## src/rtl/gate_test_pkg.sv

```systemverilog
// Shared types and constants for the basic-gate test sequencer.
package gate_test_pkg;

  typedef enum logic [1:0] {
    IDLE   = 2'd0,
    SETTLE = 2'd1,
    CHECK  = 2'd2,
    DONE   = 2'd3
  } state_t;

  // Settle counter width; covers SETTLE_CYCLES up to 255.
  localparam int unsigned CNT_W = 8;

  // Truth tables for common 2-input gates (bit i = output for vector i).
  localparam logic [3:0] NOR2_TT  = 4'b0001;
  localparam logic [3:0] NAND2_TT = 4'b0111;
  localparam logic [3:0] XOR2_TT  = 4'b0110;

  // Number of input vectors for an n-input gate.
  function automatic int unsigned num_vectors(input int unsigned n);
    return 32'd1 << n;
  endfunction

endpackage

```

## src/rtl/settle_timer.sv

```systemverilog
// Counts settle cycles for the current vector; expire_c flags the last one.
module settle_timer
  import gate_test_pkg::*;
#(
  parameter int unsigned SETTLE_CYCLES = 4
) (
  input  logic clk,
  input  logic rst,
  input  logic load,
  input  logic enable,
  output logic expire_c
);

  logic [CNT_W-1:0] cnt;

  // Settle counter: load restarts at zero, enable advances.
  always_ff @(posedge clk) begin
    if (rst) begin
      cnt <= '0;
    end else if (load) begin
      cnt <= '0;
    end else if (enable) begin
      cnt <= cnt + CNT_W'(1);
    end
  end

  assign expire_c = (cnt == CNT_W'(SETTLE_CYCLES - 1));

endmodule

```

## src/rtl/gate_test_sequencer.sv

```systemverilog
// Sweeps every input vector onto a combinational gate and checks its output
// against a truth table, reporting error count and first failing vector.
module gate_test_sequencer
  import gate_test_pkg::*;
#(
  parameter int unsigned N_INPUTS      = 2,
  parameter int unsigned SETTLE_CYCLES = 4,
  parameter logic [(1 << N_INPUTS)-1:0] TRUTH_TABLE = NOR2_TT
) (
  input  logic                clk,
  input  logic                rst,
  input  logic                start,
  input  logic                abort,
  output logic [N_INPUTS-1:0] gate_in,
  input  logic                gate_out,
  output logic                busy,
  output logic                done,
  output logic                pass,
  output logic [N_INPUTS:0]   err_count,
  output logic                fail_valid,
  output logic [N_INPUTS-1:0] fail_vec
);

  localparam int unsigned NUM_VEC = num_vectors(N_INPUTS);
  localparam int unsigned ERR_W   = N_INPUTS + 1;

  state_t              state, state_nxt;
  logic [N_INPUTS-1:0] vec, vec_nxt;
  logic [N_INPUTS-1:0] gate_in_nxt;
  logic                busy_nxt, done_nxt, pass_nxt;
  logic [N_INPUTS:0]   err_nxt;
  logic                fail_valid_nxt;
  logic [N_INPUTS-1:0] fail_vec_nxt;
  logic                timer_load_c, timer_en_c, expire_c, mismatch_c;

  settle_timer #(
    .SETTLE_CYCLES(SETTLE_CYCLES)
  ) u_settle_timer (
    .clk      (clk),
    .rst      (rst),
    .load     (timer_load_c),
    .enable   (timer_en_c),
    .expire_c (expire_c)
  );

  // State and result registers.
  always_ff @(posedge clk) begin
    if (rst) begin
      state      <= IDLE;
      vec        <= '0;
      gate_in    <= '0;
      busy       <= 1'b0;
      done       <= 1'b0;
      pass       <= 1'b0;
      err_count  <= '0;
      fail_valid <= 1'b0;
      fail_vec   <= '0;
    end else begin
      state      <= state_nxt;
      vec        <= vec_nxt;
      gate_in    <= gate_in_nxt;
      busy       <= busy_nxt;
      done       <= done_nxt;
      pass       <= pass_nxt;
      err_count  <= err_nxt;
      fail_valid <= fail_valid_nxt;
      fail_vec   <= fail_vec_nxt;
    end
  end

  // Next-state and next-output logic; abort overrides everything but reset.
  always_comb begin
    state_nxt      = state;
    vec_nxt        = vec;
    gate_in_nxt    = gate_in;
    busy_nxt       = busy;
    done_nxt       = done;
    pass_nxt       = pass;
    err_nxt        = err_count;
    fail_valid_nxt = fail_valid;
    fail_vec_nxt   = fail_vec;
    timer_load_c   = 1'b0;
    timer_en_c     = 1'b0;
    mismatch_c     = (gate_out != TRUTH_TABLE[vec]);

    if (abort) begin
      state_nxt   = IDLE;
      gate_in_nxt = '0;
      busy_nxt    = 1'b0;
      done_nxt    = 1'b0;
      pass_nxt    = 1'b0;
    end else begin
      case (state)
        IDLE, DONE: begin
          if (start) begin
            state_nxt      = SETTLE;
            vec_nxt        = '0;
            gate_in_nxt    = '0;
            err_nxt        = '0;
            fail_valid_nxt = 1'b0;
            fail_vec_nxt   = '0;
            busy_nxt       = 1'b1;
            done_nxt       = 1'b0;
            pass_nxt       = 1'b0;
            timer_load_c   = 1'b1;
          end
        end
        SETTLE: begin
          if (expire_c) begin
            state_nxt = CHECK;
          end else begin
            timer_en_c = 1'b1;
          end
        end
        CHECK: begin
          if (mismatch_c) begin
            err_nxt = err_count + ERR_W'(1);
            if (!fail_valid) begin
              fail_valid_nxt = 1'b1;
              fail_vec_nxt   = vec;
            end
          end
          if (vec == N_INPUTS'(NUM_VEC - 1)) begin
            state_nxt = DONE;
            busy_nxt  = 1'b0;
            done_nxt  = 1'b1;
            pass_nxt  = (err_nxt == '0);
          end else begin
            state_nxt    = SETTLE;
            vec_nxt      = vec + N_INPUTS'(1);
            gate_in_nxt  = vec + N_INPUTS'(1);
            timer_load_c = 1'b1;
          end
        end
        default: state_nxt = IDLE;
      endcase
    end
  end

endmodule
```

## config.mk

```make
export PLATFORM = sky130hd
export DESIGN_NAME = gate_test_sequencer
export DESIGN_NICKNAME = d
export VERILOG_FILES = /design/src/rtl/gate_test_pkg.sv /design/src/rtl/settle_timer.sv /design/src/rtl/gate_test_sequencer.sv
export SDC_FILE = /design/constraint.sdc
export NUM_CORES = 1
export LEC_CHECK = 0
export CELL_PAD_IN_SITES_DETAIL_PLACEMENT = 0
export CELL_PAD_IN_SITES_GLOBAL_PLACEMENT = 1
export CORE_ASPECT_RATIO = 0.6
export CORE_MARGIN = 5
export CORE_UTILIZATION = 43
export DETAILED_ROUTE_END_ITERATION = 10
export PLACE_DENSITY = 0.82
export SLEW_MARGIN = 5
export SYNTH_ARGS = -nofsm -noshare
export SYNTH_HDL_FRONTEND = slang
export SYNTH_SLANG_ARGS = --single-unit
```

## constraint.sdc

```tcl
create_clock -name clk -period 3.46 [get_ports clk]
set_input_delay 0.692 -clock clk [delete_from_list [all_inputs] [get_ports clk]]
set_output_delay 0.692 -clock clk [all_outputs]
set_load 0.01 [all_outputs]
```

; Yosys cells after proc, flatten, opt, wreduce, memory -nomap -nowiden
; Cells that the tools add are included.
[word_totals]
wordCells = 74
register_bits = 23
output_inout_bits = 11
in_bits = 5
[op_classes]
n_reduce_logical = 13
addsub = 3
mux = 34
n_lt_le_gt_ge = 1
bitwise_logic = 1
n_eq_ne = 12
[ops]
columns = op, count
row1 = two-way mux 2 bit, 7
row2 = two-way mux 1 bit, 13
row3 = two-way mux 3 bit, 4
row4 = "!= test 2 bit, second input constant", 6
row5 = one-hot mux 1 bit (2 select lines), 5
row6 = AND reduction 3 bit, 3
row7 = "adder 8 x 1 -> 8 bit, second input constant", 1
row8 = "equality test 8 x 2 -> 1 bit, second input constant", 1
row9 = one-hot mux 2 bit (2 select lines), 2
row10 = AND reduction 4 bit, 2
row11 = "equality test 2 bit, second input constant", 3
row12 = one-hot mux 2 bit (3 select lines), 1
row13 = one-hot mux 3 bit (2 select lines), 1
row14 = OR reduction 2 bit, 3
row15 = AND reduction 5 bit, 1
row16 = "adder 3 x 1 -> 3 bit, second input constant", 1
row17 = zero test 3 bit, 1
row18 = "less-than comparator 2 x 3 -> 1 bit, second input constant", 1
row19 = "adder 2 x 1 -> 2 bit, second input constant", 1
row20 = binary-select mux 1 bit (select 2 bit), 1
row21 = "equality test 2 x 1 -> 1 bit, second input constant", 1
row22 = zero test 2 bit, 1
row23 = AND reduction 2 bit, 1
row24 = nonzero test 2 bit, 1
row25 = 2 further kinds, 2

; Longest topological paths before layout
[logic_depth]
depth_word = 9
depth_mapped = 7

; Modules after synthesis
; A second synthesis with hierarchy kept.
[unflattened]
cells_unflattened = 142
area_unflattened_um2 = 1203.7
[by_module_without_submodules]
columns = module, area_each_um2, cells_per_inst, instances
row1 = gate_test_sequencer, 844.6, 102, 1
row2 = settle_timer, 359.1, 40, 1

; Least setup slack after synthesis
; No wires, ideal clock.
[synth_timing]
path_kind = input to register
from = input gate_out
to = register pass
path_buffers = 0
path_slack_ps = 1790
t_required_ps = 3359
arrival_time_ps = 1569
stages = 4
path_cell_list = xor2_1 > nand2_1 > xnor2_1 > o41ai_1
[synth_between]
elab_chain_len = 7
[synth_rtl]
columns = item, line
row1 = "start, declared", gate_test_sequencer.sv:15  ; input logic gate_out,
row2 = != test 1 bit, gate_test_sequencer.sv:84  ; mismatch_c = (gate_out != TRUTH_TABLE[vec]);
row3 = two-way mux 3 bit, gate_test_sequencer.sv:116  ; if (mismatch_c) begin
row4 = two-way mux 3 bit, gate_test_sequencer.sv:93  ; case (state)
row5 = two-way mux 3 bit, gate_test_sequencer.sv:86  ; if (abort) begin
row6 = zero test 3 bit, gate_test_sequencer.sv:127  ; pass_nxt = (err_nxt == '0);
row7 = two-way mux 1 bit, gate_test_sequencer.sv:123  ; if (vec == N_INPUTS'(NUM_VEC - 1)) begin
row8 = one-hot mux 1 bit (2 select lines), gate_test_sequencer.sv:93
row9 = "end signal, assigned", gate_test_sequencer.sv:64  ; pass <= pass_nxt;
row10 = "end, declared", gate_test_sequencer.sv:18  ; output logic pass,
; No other way between the ends. The select of a mux whose other input is x is not followed.
; A chain may end at the register's enable or synchronous reset.

; Worst setup path after layout
; Same ends and word-level chain as after synthesis.

==> results.ini <==
[outcome]
outcome = complete, no violations

[clock_tree]
ctsHoldBuffers = 0
cts_setup_buffers = 0
root_buffer = clkbuf_8
clock_sinks = 23
cts_buffers = 3
cts.path.max_buffers = 2
clk_latency_ps = 260
clk_transition_reported_paths_ps = 80
cts_max_level = 1
cts_tree = done
ctsResizeCount = 0

[logic_synthesis]
synthCells = 132
yosys_warnings = 0
syn_avg_cell_area_sq_um = 8.87
synth_edf_count = 0
synth_area_leaders = dfxtp_1, ha_1, xor2_1, nor2_1, mux2i_1
ys_types = 36
synth-main-ff-cell = dfxtp_1
ys_ff_latch = 23
syn_area_sq_mm = 0.00117
yosysSeqAreaShare = 0.393
synth_top_area_frac = 0.393
synthesis.nets = 145
synth_top_cell_by_area = dfxtp_1
async_reset_ff_frac = 0

[setup_path]
rr_endpoint = state[1]
cp-start-kind = input pin
critical_path_class = input pin to flip-flop
endpoint_kind = flip-flop
critPathMaxFanout = 8
crit_required_ps = 3630
r2r-start = u_settle_timer.cnt[0]
r2r_cells = 5
worst-endpoint-arrival_ps = 2200
r2r_slack_ps = 1560

[pwr]
powerDensity_mw_per_mm2 = 348
clkPwrFrac = 0.344
power_leakage_uw = 0.000534
total_power_uw = 486
switching_share = 0.241
seq_power_share = 0.554
power_frac_comb = 0.101
ir_drop_uv = 250
power.switching_uw = 117
internal_power_uw = 368

[sta]
max_freq_ghz = 0.492
hold_violations = 0
report.final.slew_viol_count = 0
fin_setup_tns_ps = 0
finalSetupViolations = 0
worst-slew-pin-transition_ps = 535
min_period_ps = 2030
finClkSkew_ps = 3.29
hold_ws_ps = 461
period_share = 0.588
rsz0062_at_grt = no
max_slew_margin = 0.642

[global_route]
track_usage = 0.143
grt_pass1_vias = 922
antenna_found_initial = 0
overflow = 0
grt_max_degree = 13
grt_first_pass_wirelength_microns = 4420

[die]
dieWidth_microns = 77.4
start_util = 0.458
die_area_sq_mm = 0.00390
fp.dieH_microns = 50.4
coreArea_sq_mm = 0.00256
io_pins = 16
rows = 14

[placed_design]
placed_area_sq_mm = 0.00135
io_buffers = 15
dp_hpwl_microns = 2020
place_congestion = 0.770
dp.cells = 177

[worst_hold_path]
whs_endpoint = gate_in[0]
min_path_cells = 2
hp-start = gate_in[0]
min_path_type = flip-flop to flip-flop

[detailed_routing]
viasPerCell = 5.50
drc = 0
vias = 996
first_pass_iters = 4
wl_per_cell_microns = 14.9
routed_wl_microns = 2700
final_antenna_net_count = 0
drt_iter0_markers = 87

[job]
maxCapViolations = 0

[cells_and_area]
design_area_sq_mm = 0.00140
diodes = 0
drive_gt1_frac = 0.0470
nFillCells = 257
fin_nets = 163
final_cells = 181
synthToLayoutAreaGrowth_pct = 19.3

[worst max-delay path by stage]
stage                  start    to  cells after the start
global placement    gate_out  pass                      5
floorplan           gate_out  pass                      4
global route        gate_out  pass                      5
detailed placement  gate_out  pass                      5
CTS                 gate_out  pass                      5
finish              gate_out  pass                      5
[sequential cells by signal, summed over array words and instances (netlist names)]
register,count
err_count,3
fail_valid,1
fail_vec,2
done,1
vec,2
busy,1
u_settle_timer.cnt,8
pass,1
state,2
gate_in,2
[synthesized netlist by cell type (all sizes together) (3+ instances only)]
master	number
dfxtp	23
ha	8
inv	9
o211ai	3
mux2i	5
nor2	15
nand2b	4
a21oi	7
xor2	7
nand3	5
and3	3
nand4	5
nand2	12
[cells by family after synthesis]
group | share of synthesized area
fa+ha+maj | 0.0855
xor+xnor | 0.0673
buf+inv | 0.0363
mux | 0.0427
compound gates | 0.137
simple gates | 0.238
flops | 0.393
[area by class of cell]
cell class,count,area [sq um],share of cell area
tap,32,40.0,0.0286
clock buffer,4,45.0,0.0322
timing repair buffer,15,150,0.107
sequential,23,460,0.329
inverter,9,33.8,0.0242
multi-input combinational,98,668,0.478
[cell usage in the layout (no fill, tap or decap), types with 3 or more instances in the layout]
master           instances
xor2_1                   7
mux2i_1                  5
clkdlybuf4s50_1         15
nand2_1                 11
dfxtp_1                 23
and3_1                   3
a21oi_1                  7
o211ai_1                 3
clkbuf_8                 3
nand2b_1                 4
inv_1                    9
ha_1                     8
nor2_1                  15
nand3_1                  5
nand4_1                  5
[power groups by stage]
stage          clock network, uW  logic [uW]  registers [uW]
6_report                     167        49.2             269
5_1_grt                      187        54.0             270
4_1_cts                      172        48.7             269
3_5_place_dp                   0        48.4             275
3_3_place_gp                   0        47.6             275
2_1_floorplan                  0        32.4             276
[worst max-delay path, stage by stage]
cell and delay [ps]:
clkdlybuf4s50_1 470, xor2_1 450, nand2_1 140, xnor2_1 160, o41ai_1 290
[routing by layer]
layer / wire length (microns) / track usage / share of wire / vias up
met3: 170 / 0.0429 / 0.063 / 2
li1: - / - / - / 495
met5: 0 / 0 / 0 / -
met1: 1400 / 0.213 / 0.52 / 470
met4: 22 / 0.0286 / 0.0082 / 0
met2: 1110 / 0.201 / 0.41 / 29
[metrics by stage]
stage / util / worst slack (ps)
global placement: 0.529 / 1200
floorplan: - / 1790
CTS: 0.546 / 1450
detailed placement: 0.529 / 1170
global route: 0.546 / 1310
finish: 0.546 / 1430
No activity file was read; power rests on OpenSTA's default activity.
